`src/rtl/alu_arbiter.sv`:
```
// ============================================================================
//  Module   : alu_arbiter
//  Purpose  : Round-robin share of one combinational ALU between two requesters
//  Revision : 1.0
// ============================================================================
`timescale 1ns/1ps
`default_nettype none

module alu_arbiter #(
    parameter int WIDTH = 32,
    parameter int OPW   = 4
) (
    input  logic             clk,
    input  logic             reset,

    input  logic             req0_valid,
    input  logic [OPW-1:0]   req0_op,
    input  logic [WIDTH-1:0] req0_x,
    input  logic [WIDTH-1:0] req0_y,
    output logic             req0_ready,
    output logic             req0_done,

    input  logic             req1_valid,
    input  logic [OPW-1:0]   req1_op,
    input  logic [WIDTH-1:0] req1_x,
    input  logic [WIDTH-1:0] req1_y,
    output logic             req1_ready,
    output logic             req1_done,

    output logic [WIDTH-1:0] result,
    output logic [OPW-1:0]   alu_op,
    output logic [WIDTH-1:0] alu_x,
    output logic [WIDTH-1:0] alu_y,
    input  logic [WIDTH-1:0] alu_o,
    output logic             busy
);

    typedef enum logic [1:0] {
        S_IDLE = 2'd0,
        S_EXEC = 2'd1,
        S_DONE = 2'd2
    } state_t;

    state_t           r_state;
    logic             r_ptr;      // 0: port 0 wins a tie, 1: port 1 wins a tie
    logic             r_idx;      // port that owns the in-flight operation
    logic             r_done0;
    logic             r_done1;
    logic             r_busy;
    logic [WIDTH-1:0] r_result;
    logic [OPW-1:0]   r_alu_op;
    logic [WIDTH-1:0] r_alu_x;
    logic [WIDTH-1:0] r_alu_y;

    logic             w_idle;
    logic             w_grant0;
    logic             w_grant1;
    logic             w_accept;

    // Grants are only offered in IDLE; the pointer registered before the edge breaks ties.
    assign w_idle   = (r_state == S_IDLE);
    assign w_grant0 = w_idle && req0_valid && (!req1_valid || !r_ptr);
    assign w_grant1 = w_idle && req1_valid && (!req0_valid ||  r_ptr);
    assign w_accept = w_grant0 || w_grant1;

    always_ff @(posedge clk or negedge reset) begin
        if (!reset) begin
            r_state  <= S_IDLE;
            r_ptr    <= 1'b0;
            r_idx    <= 1'b0;
            r_done0  <= 1'b0;
            r_done1  <= 1'b0;
            r_busy   <= 1'b0;
            r_result <= '0;
            r_alu_op <= '0;
            r_alu_x  <= '0;
            r_alu_y  <= '0;
        end else begin
            case (r_state)
                S_IDLE: begin
                    if (w_accept) begin
                        r_alu_op <= w_grant1 ? req1_op : req0_op;
                        r_alu_x  <= w_grant1 ? req1_x  : req0_x;
                        r_alu_y  <= w_grant1 ? req1_y  : req0_y;
                        r_idx    <= w_grant1;
                        r_ptr    <= w_grant0;
                        r_busy   <= 1'b1;
                        r_state  <= S_EXEC;
                    end
                end
                S_EXEC: begin
                    r_result <= alu_o;
                    r_done0  <= !r_idx;
                    r_done1  <=  r_idx;
                    r_state  <= S_DONE;
                end
                S_DONE: begin
                    r_done0  <= 1'b0;
                    r_done1  <= 1'b0;
                    r_busy   <= 1'b0;
                    r_state  <= S_IDLE;
                end
                default: begin
                    r_done0  <= 1'b0;
                    r_done1  <= 1'b0;
                    r_busy   <= 1'b0;
                    r_state  <= S_IDLE;
                end
            endcase
        end
    end

    assign req0_ready = w_grant0;
    assign req1_ready = w_grant1;
    assign req0_done  = r_done0;
    assign req1_done  = r_done1;
    assign busy       = r_busy;
    assign result     = r_result;
    assign alu_op     = r_alu_op;
    assign alu_x      = r_alu_x;
    assign alu_y      = r_alu_y;

endmodule

`default_nettype wire

```
`config.mk`:
```
export PLATFORM = sky130hd
export DESIGN_NAME = alu_arbiter
export DESIGN_NICKNAME = d
export VERILOG_FILES = /design/src/rtl/alu_arbiter.sv
export SDC_FILE = /design/constraint.sdc
export NUM_CORES = 1
export LEC_CHECK = 0
export CAP_MARGIN = 0
export CELL_PAD_IN_SITES_DETAIL_PLACEMENT = 1
export CELL_PAD_IN_SITES_GLOBAL_PLACEMENT = 2
export CORE_ASPECT_RATIO = 2
export CORE_UTILIZATION = 22
export DETAILED_ROUTE_END_ITERATION = 12
export GPL_TIMING_DRIVEN = 1
export PLACE_DENSITY_LB_ADDON = 0.1
export SYNTH_ARGS = -nofsm -noshare
export SYNTH_HDL_FRONTEND = slang
export SYNTH_SLANG_ARGS = --single-unit
```
`constraint.sdc`:
```
create_clock -name clk -period 1.4 [get_ports clk]
set_clock_uncertainty 0.1 [all_clocks]
set_input_delay 0.14 -clock clk [delete_from_list [all_inputs] [get_ports clk]]
set_output_delay 0.14 -clock clk [all_outputs]
set_load 0.02 [all_outputs]
```
==> metrics.yaml, run 1 <==
floorplan.core_area_um2: 24900
ant_nets: 0
total_leakage_power_uw: 0.00418
syn_area_um2: 5580
finalSetupViolations: 103
grt_busiest_layer: "met2"
internal_power_uw: 12900
yosys.area_share.xor_xnor: 0
cts.sink_count: 107
crit_type: "reg -> reg"
synth_cells: 488
number_of_warnings_reported_in_the_yosys_synthesis_log: 0
die_height_um: 227
clock_power_share: 0.121
synthArstFlopShare: 1.00
synth_cell_type_count: 23
routed_wire_length_per_instance_um: 22.6
antenna_violations_before_repair: 0
seq_power_share: 0.248
grt-ovfl-total: 0
post_route_clock_period_utilization: 1.15
worstHoldStart: "req1_valid"
pwr-share-comb: 0.631
unrepaired_setup_endpoints_after_global_routing: "true"
clockBufferDepth: 2
synth-edff-count: 0
final-hold-violation-count: 0
cts_tree: "built"
use_met3: 0.0418
cts-buffers-inserted: 9
placement.io_buffers: 276
fillers: 2740
start_util: 0.224
synth_adder_area_share: 0
cts_clk_pin_slew_worst_paths_ns: 0.08
postSynthAreaPerCell_um2: 11.4
yosys-top-cells-count: "dfrtp_1 (107), inv_1 (71), nand4_1 (68), o311ai_2 (68), o21ai_0 (48)"
post-route-worst-setup-slack_ns: -0.207
tightest_slew_ns: 0.491
rr_startpoint: "r_state[0]$_DFFE_PN0P_"
final_cell_area_um2: 9720
power_density_nw_per_um2: 2330
ys_ff_latch: 107
synth_top_area_share: 0.480
ios: 277
timing.critical_path.arrival_ns: 1.78
switching_share: 0.433
syn-num-nets: 660
htree_levels: 3
route.detailed.drc: 0
timing.critical_path.fanout_max: 33
vias: 5275
final_util: 0.390
wl_um: 25200
synth.mux.area_fraction: 0.0682
worst-r2r-setup-slack_ns: -0.21
ys_dominant_reg_cell: "dfrtp_1"
avgViaCountPerCell: 4.74
number_of_global_route_vias_before_repair: 5892
rows: 82
use_met1: 0.192
worst_case_headroom_to_the_max_slew_limit: 0.673
clock_insertion_delay_worst_skew_ns: 0.36
firstDrtPassIters: 4
violated_checks: "negative setup slack"
gr-usage-all-layers: 0.185
worst_ep_required_time_ns: 1.57
drt_first_iter_violations: 155
share_of_the_yosys_chip_area_belonging_to_registers: 0.480
clockRootBuffer: "clkbuf_16"
final_layout_size_suffix_gt1_frac: 0.248
vdd.ir_drop.worst_v: 0.000962
min-delay-path-class: "in -> reg"
r2r_worst_path_depth: 6
yosys.cell_count.top_type: "dfrtp_1"
post_synth_and_or_nand_nor_area_fraction: 0.0857
flow.area_growth_from_synthesis_pct: 74.4
gp_congestion: 0.712
gr-usage-met2: 0.353
synth_top_family_by_area: "compound AO/OA/AOI/OAI gates"
final-max-slew-violation-count: 0
global_route_wire_length_before_repair_um: 35200
synth_compound_gate_area_share: 0.265
placedInstanceArea_um2: 8840
hold_path_end: "r_ptr$_DFFE_PN0P_"
pin_count_of_the_biggest_net_entering_global_routing: 46
dieWidth_um: 115
num-nets-final: 944
antennaDiodeCount: 0
yosys-top-cells-area: "dfrtp_1 (48%), o311ai_2 (20%), nand4_1 (7.6%)"
run_status: "finished with violations"
power_switching_uw: 9840
cp-end-kind: "flip-flop"
min_path_cells: 3
synth_largest_area_cell: "dfrtp_1"
place.detailed.hpwl_um: 15500
crit-reg2reg-capture: "alu_x[3]$_DFFE_PN0P_"
design.die.area_um2: 26000
max_cap_viol_count: 0
achievable-frequency_ghz: 0.622
startpoint_class: "flip-flop"
layout_min_cycle_time_ns: 1.61
cells by family (layout without fill, tap and decap cells):
logic type | count (synthesis) | after routing
AO/OA/AOI/OAI | 141 | 141
buffers and inverters | 128 | 417
flip-flops | 107 | 107
AND/OR/NAND/NOR | 78 | 78
multiplexers | 34 | 34
per-layer routing:
metal  vias up  wire length [µm]
met5         -                 0
li1       2382                 -
met1      2659              9220
met4         0               538
met3        23              1460
met2       211             14000
layout make-up:
type,count,area (µm²),area share
Clock buffer,9,225,0.0232
Clock inverter,7,82.6,0.00849
Inverter,72,270,0.0278
Multi-Input combinational cell,253,2570,0.265
Sequential cell,107,2680,0.275
Tap cell,336,420,0.0432
Timing Repair Buffer,329,3470,0.357
state kept, by name, indices dropped and copies added (netlist names):
name and cells:
alu_x 32, alu_y 32, result 32, alu_op 4
r_state 2, busy 1, r_idx 1, r_ptr 1
req0_done 1, req1_done 1
worst max-delay path by stage:
stage                                  endpoint  slack (ns)  cells past startpoint                    from
final                      alu_x[3]$_DFFE_PN0P_       -0.21                      6  r_state[0]$_DFFE_PN0P_
after global routing      alu_x[20]$_DFFE_PN0P_       -0.29                      6  r_state[0]$_DFFE_PN0P_
after CTS                 alu_y[15]$_DFFE_PN0P_       -0.21                      4  r_state[1]$_DFFE_PN0P_
after detailed placement   alu_y[5]$_DFFE_PN0P_       -0.40                      5              req0_valid
after global placement     alu_x[3]$_DFFE_PN0P_       -0.35                      5              req0_valid
after floorplan           alu_op[0]$_DFFE_PN0P_       -0.11                      6       r_ptr$_DFFE_PN0P_
repair_timing:
item | in CTS | in global routing
pin swaps | 2 | 22
setup buffers | 9 | 7
endpoints found under the setup margin | 207 | 108
hold buffers | 1 | 0
resized for setup | 167 | 73
cloned | 7 | 9
hold endpoints to repair | 107 | 0
placed cells by master, fill, tap and decap left out, drive strengths merged, types with 13 or more instances in the layout:
cell,n
clkdlybuf4s50,169
o21ai,70
nand4,68
inv,75
dlygate4sd2,97
buf,52
dfrtp,107
mux2,32
o311ai,68
clkbuf,13
metrics by stage:
step / total power [µW] / std cells / TNS, ns / hold slack, ns / setup slack, ns
5_1_grt: 24100 / 1113 / -21.49 / 0.110 / -0.294
2_1_floorplan: 12500 / 488 / -7.19 / -0.256 / -0.106
6_report: 22700 / 1113 / -14.73 / 0.0875 / -0.207
3_3_place_gp: 18000 / 1069 / -27.41 / -0.0358 / -0.355
4_1_cts: 21600 / 1102 / -17.82 / 0.0637 / -0.212
3_5_place_dp: 18300 / 1069 / -30.26 / -0.0260 / -0.397
worst max-delay path, cell delays in order (launching register included):
cell and delay (ns):
dfrtp_1 0.42, nor2_4 0.16, buf_6 0.12, buf_8 0.10, o21ai_4 0.11, buf_12 0.21, o311ai_2 0.25
power groups by stage:
stage / logic [µW] / registers [µW] / clock network, µW
after floorplan: 5100 / 7410 / 0
after global placement: 12300 / 5660 / 0
after detailed placement: 12600 / 5720 / 0
after CTS: 13100 / 5620 / 2860
after global routing: 15300 / 5850 / 2960
final: 14300 / 5640 / 2750
Power figures use the tool's default switching activity.
==> inputs of run 2 (changes only) <==
--- a/config.mk
+++ b/config.mk
@@ -9,7 +9,8 @@
 export CELL_PAD_IN_SITES_DETAIL_PLACEMENT = 1
 export CELL_PAD_IN_SITES_GLOBAL_PLACEMENT = 2
 export CORE_ASPECT_RATIO = 2
-export CORE_UTILIZATION = 22
+export CORE_MARGIN = 8
+export CORE_UTILIZATION = 26
 export DETAILED_ROUTE_END_ITERATION = 12
 export GPL_TIMING_DRIVEN = 1
 export PLACE_DENSITY_LB_ADDON = 0.1
==> constraint.sdc (replaced) <==
create_clock -name clk -period 1.9 [get_ports clk]
set_clock_uncertainty 0.1 [all_clocks]
set_input_delay 0.19 -clock clk [delete_from_list [all_inputs] [get_ports clk]]
set_output_delay 0.19 -clock clk [all_outputs]
set_load 0.02 [all_outputs]
==> run 2 against run 1 <==
  * The flow now finishes without violations
  * Core utilization up 4.0 points
  * Global-route usage down 1.6 points
  * Sequential power decreased by 28%
  * Routed wire length is 12% lower
  * Sequential cell count unchanged
  * Worst hold slack better by 0.093 ns
  * Register-to-register slack improved by 0.38 ns
  * Power is 31% lower
  * Design area decreased by 5.7%
  * Non-clock buffer count decreased by 24
  * Die area increased by 2.5%
  * Final cell count fell by 7.6%
  * Critical endpoint is now req1_ready
  * Largest cell class unchanged
==> metrics.yaml, run 2 (synthesis results as in run 1) <==
cts_clk_pin_slew_worst_paths_ns: 0.07
clock_insertion_delay_worst_skew_ns: 0.36
post_route_clock_period_utilization: 0.944
slowest_delay_ns: 0.45
ant_nets: 0
cts_tree: "built"
mostFrequentLayoutCells: "clkdlybuf4s50_1 (272), dfrtp_1 (106), inv_1 (71)"
htree_levels: 3
routed_wire_length_per_instance_um: 21.6
timing.critical_path.arrival_ns: 1.50
dieWidth_um: 120
start_util: 0.262
cts-buffers-inserted: 9
cts.sink_count: 107
floorplan.core_area_um2: 21300
finalSetupViolations: 0
timing.setup.tns_ns: 0
grt-ovfl-total: 0
placedInstanceArea_um2: 8760
ios: 277
gp_congestion: 0.710
num-nets-final: 920
flow.area_growth_from_synthesis_pct: 64.3
antenna_violations_before_repair: 2
vdd.ir_drop.worst_v: 0.000639
critical_path.n_buffers_inverters: 1
final_layout_size_suffix_gt1_frac: 0.163
number_of_global_route_vias_before_repair: 5731
critPathTopFamily: "flip-flops"
run_status: "finished clean"
global_route_wire_length_before_repair_um: 35000
clockBufferDepth: 2
place.detailed.hpwl_um: 15900
total_leakage_power_uw: 0.00366
vias: 4972
min-delay-path-class: "in -> async"
cp-end-kind: "output pin"
pin_count_of_the_biggest_net_entering_global_routing: 55
achievable-frequency_ghz: 0.558
final-max-slew-violation-count: 0
power_density_nw_per_um2: 1700
timing.critical_path.fanout_max: 6
clockRootBuffer: "clkbuf_16"
design.die.area_um2: 26700
firstDrtPassIters: 4
avgViaCountPerCell: 4.84
crit_type: "reg -> out"
layout_min_cycle_time_ns: 1.79
unrepaired_setup_endpoints_after_global_routing: "false"
max_cap_viol_count: 0
route.detailed.drc: 0
startpoint_class: "flip-flop"
wl_um: 22200
final_cell_area_um2: 9170
crit_chain: "nor2_4 -> and3_4 -> clkdlybuf4s15_1"
drt_first_iter_violations: 116
placement.io_buffers: 276
tightest_slew_ns: 0.598
worst_ep_required_time_ns: 1.61
gr-usage-all-layers: 0.169
crit_slowest_cell: "dfrtp_2"
die_height_um: 223
final-hold-violation-count: 0
layout_commonest_cell: "clkdlybuf4s50_1"
worst_case_headroom_to_the_max_slew_limit: 0.601
rows: 76
[run 2: cell count changes in the layout (fill, tap and decap cells not counted), moves of 6 or more]
| cell | before | now |
|---|---|---|
| dlygate4sd2_1 | 97 | 0 |
| buf_6 | 8 | 0 |
| o21ai_2 | 11 | 0 |
| mux2_1 | 0 | 32 |
| o21ai_0 | 2 | 48 |
| mux2_4 | 32 | 0 |
| o21ai_1 | 56 | 21 |
| buf_16 | 6 | 0 |
| clkdlybuf4s50_1 | 169 | 272 |
[run 2: path summary, 6_finish.rpt]
path                                   startpoint                endpoint  slack [ns]  cells past startpoint
max                        r_state[1]$_DFFE_PN0P_              req1_ready        0.11                      3
min                                         reset   alu_x[28]$_DFFE_PN0P_        0.18                      2
max reg2reg                r_state[1]$_DFFE_PN0P_    alu_y[9]$_DFFE_PN0P_        0.17                      4
min reg2reg                result[17]$_DFFE_PN0N_  result[17]$_DFFE_PN0N_        0.39                      1
max in group asynchronous                   reset   alu_y[26]$_DFFE_PN0P_        0.88                      3
min in group clk                        alu_o[24]  result[24]$_DFFE_PN0N_        0.32                      2
[run 2: area by class of cell]
type | count | area [µm²]
Tap cell | 273 | 342
Multi-Input combinational cell | 253 | 2370
Fill cell | 2356 | 12100
Clock buffer | 10 | 229
Sequential cell | 107 | 2680
Antenna cell | 2 | 5.00
Timing Repair Buffer | 305 | 3190
Inverter | 72 | 270
Clock inverter | 6 | 87.6
[run 2: timing repair]
item                                   4_1_cts  5_1_grt
setup buffers                                1        0
pin swaps                                    1        0
resized for setup                            2        1
gates cloned                                 2        0
setup endpoints to repair                    2        1
endpoints found under the hold margin       53        0
hold buffers                                 1        0
[run 2: power breakdown]
group	internal, µW	switching (µW)	total (µW)	leakage (µW)
Combinational	4500	4920	9430	0.00223
Clock	1160	912	2070	0.000157
Sequential	3480	607	4080	0.00127
[run 2: metal layers]
| metal | GRT usage | part of all wire | vias up |
|---|---|---|---|
| met5 | 0 | 0 | - |
| met1 | 0.198 | 0.42 | 2469 |
| met2 | 0.281 | 0.50 | 167 |
| li1 | - | - | 2325 |
| met3 | 0.0585 | 0.072 | 11 |
| met4 | 0.0543 | 0.012 | 0 |
[run 2: per-stage QoR]
stage / utilization / std cells / power (µW) / worst slack (ns) / hold WS [ns]
after floorplan: - / 488 / 9160 / 0.370 / -0.206
after global placement: 0.411 / 1006 / 13300 / -0.0327 / 0.0277
after detailed placement: 0.411 / 1006 / 13400 / -0.0659 / 0.0278
after CTS: 0.430 / 1026 / 15900 / 0.0213 / 0.168
after global routing: 0.430 / 1028 / 16600 / 0.0167 / 0.202
final: 0.430 / 1028 / 15600 / 0.106 / 0.180
[run 2: worst register-to-register path: stages (launching register included)]
cell and delay, ns:
dfrtp_2 0.45, or2_2 0.42, buf_4 0.23, o21ai_0 0.26, o311ai_2 0.15
==> inputs of run 3 (changes only) <==
--- a/config.mk
+++ b/config.mk
@@ -7,10 +7,10 @@
 export LEC_CHECK = 0
 export CAP_MARGIN = 0
 export CELL_PAD_IN_SITES_DETAIL_PLACEMENT = 1
-export CELL_PAD_IN_SITES_GLOBAL_PLACEMENT = 2
+export CELL_PAD_IN_SITES_GLOBAL_PLACEMENT = 1
 export CORE_ASPECT_RATIO = 2
 export CORE_MARGIN = 8
-export CORE_UTILIZATION = 26
+export CORE_UTILIZATION = 33
 export DETAILED_ROUTE_END_ITERATION = 12
 export GPL_TIMING_DRIVEN = 1
 export PLACE_DENSITY_LB_ADDON = 0.1
==> run 3 against run 2 <==
  * First-iteration DRC count rose by 8.6%
  * Final cell count down 6.8%
  * Setup slack worse by 0.083 ns
  * Register-to-register slack worse by 0.15 ns
  * Sequential share of layout area is 0.61 points higher
  * Global-route usage up 4.1 points
  * Via count up 4.0%
  * Sequential power about the same
  * Largest cell class unchanged
  * Non-clock buffer count fell by 3
  * Combinational power decreased by 3.7%
  * Maximum frequency down 4.4%
==> metrics.yaml, run 3 (synthesis results as in run 1) <==
run_status: "finished clean"
rows: 67
worst_ep_required_time_ns: 2.01
place.detailed.hpwl_um: 17000
final-hold-violation-count: 0
avgViaCountPerCell: 5.40
vdd.ir_drop.worst_v: 0.000831
timing.critical_path.fanout_max: 21
cts_tree: "built"
placedInstanceArea_um2: 8630
whs_ns: 0.202
cp_common_cell: "buf_4"
die_height_um: 200
worst-r2r-setup-slack_ns: 0.02
max_cap_viol_count: 0
buffer_count_from_post_cts_setup_fixing: 0
post_route_clock_period_utilization: 0.988
final_cell_area_um2: 8970
pre_cts_ws_ns: -0.0746
gp_congestion: 0.773
drt_first_iter_violations: 126
clockRootBuffer: "clkbuf_16"
total_leakage_power_uw: 0.00360
flow.area_growth_from_synthesis_pct: 60.9
cts.sink_count: 107
design.die.area_um2: 21600
r2r_worst_path_depth: 5
power_density_nw_per_um2: 1710
cp-end-kind: "flip-flop"
final_util: 0.538
dieWidth_um: 108
grt-ovfl-total: 0
clockBufferDepth: 2
ios: 277
hold_path_end: "alu_x[25]$_DFFE_PN0P_"
start_util: 0.334
pin_count_of_the_biggest_net_entering_global_routing: 48
timing.critical_path.arrival_ns: 1.99
crit-reg2reg-capture: "alu_y[4]$_DFFE_PN0P_"
fillers: 1798
tightest_slew_ns: 0.485
htree_levels: 3
rr_startpoint: "r_state[1]$_DFFE_PN0P_"
startpoint_class: "flip-flop"
cts_clk_pin_slew_worst_paths_ns: 0.07
finalSetupViolations: 0
ant_nets: 0
crit_type: "reg -> reg"
slowest_delay_ns: 0.42
worst_case_headroom_to_the_max_slew_limit: 0.676
final_layout_size_suffix_gt1_frac: 0.159
route.detailed.drc: 0
crit_chain: "buf_4 -> or2_2 -> buf_4 -> o21ai_0 -> o311ai_2"
routed_wire_length_per_instance_um: 23.4
clock_insertion_delay_worst_skew_ns: 0.35
min_path_cells: 3
num-nets-final: 917
gr-usage-all-layers: 0.210
firstDrtPassIters: 4
global_route_wire_length_before_repair_um: 34800
timing.setup.tns_ns: 0
min-delay-path-class: "in -> reg"
antenna_violations_before_repair: 2
floorplan.core_area_um2: 16700
worstHoldStart: "req1_valid"
number_of_global_route_vias_before_repair: 6033
layout_commonest_cell: "clkdlybuf4s50_1"
post-route-worst-setup-slack_ns: 0.0229
cts-buffers-inserted: 9
mostFrequentLayoutCells: "clkdlybuf4s50_1 (272), dfrtp_1 (107), inv_1 (71)"
layout_min_cycle_time_ns: 1.88
wl_um: 22400
crit_slowest_cell: "dfrtp_1"
final-max-slew-violation-count: 0
vias: 5169
placement.io_buffers: 276
achievable-frequency_ghz: 0.533
run 3: changes by cell type in the layout (fill, tap and decap cells not counted), moves of 2 or more:
cell	before	now
bufbuf_16	2	0
clkinv_2	2	0
o21ai_1	21	24
o21ai_0	48	45
buf_4	15	17
buf_12	13	9
clkinvlp_4	0	2
clkbuf_2	0	2
run 3: layout make-up:
class	instances	area, µm²	share of cell area
clock buffer	10	229	0.0255
multi-input combinational	253	2360	0.264
clock inverter	6	114	0.0127
tap	207	259	0.0289
inverter	72	270	0.0301
sequential	107	2680	0.298
antenna	1	2.50	0.000279
timing repair buffer	302	3060	0.341
run 3: metal layers:
| metal | vias up | GRT usage | wire [µm] |
|---|---|---|---|
| met4 | 2 | 0.0999 | 874 |
| met1 | 2599 | 0.213 | 7700 |
| met2 | 204 | 0.386 | 12300 |
| met5 | - | 0 | 12 |
| li1 | 2324 | - | - |
| met3 | 40 | 0.0550 | 1480 |
run 3: worst max-delay path by stage:
stage | start | endpoint | slack, ns | cells past startpoint
floorplan | r_state[1]$_DFFE_PN0P_ | alu_op[0]$_DFFE_PN0P_ | 0.37 | 5
global placement | req0_valid | alu_y[13]$_DFFE_PN0P_ | -0.004 | 6
detailed placement | req0_valid | alu_y[13]$_DFFE_PN0P_ | -0.07 | 6
CTS | r_state[1]$_DFFE_PN0P_ | req1_ready | 0.008 | 3
global route | r_state[1]$_DFFE_PN0P_ | alu_y[4]$_DFFE_PN0P_ | -0.04 | 5
finish | r_state[1]$_DFFE_PN0P_ | alu_y[4]$_DFFE_PN0P_ | 0.02 | 5
run 3: power breakdown:
part | switching [µW] | total [µW] | internal [µW]
registers | 626 | 4100 | 3480
logic | 4920 | 9080 | 4160
clock network | 883 | 2180 | 1290
total | 6430 | 15400 | 8930
run 3: worst max-delay path: cells and delay by family, from the launching register on:
family                 cells  cell delay (ns)
and+or+nand+nor            1             0.35
DFF                        1             0.42
buffers and inverters      2             0.39
AOI/OAI and AO/OA          2             0.47
run 3: timing repair:
item                       CTS  global route
gates resized for setup      3             6
hold buffers                 1             0
setup endpoints to repair    2             5
cloned                       0             0
hold endpoints to repair    28             0
run 3: per-stage QoR:
stage	total power, µW	std cells
after floorplan	9160	488
after global placement	13000	940
after global routing	16300	958
final	15400	958
after detailed placement	13400	940
after CTS	15600	957
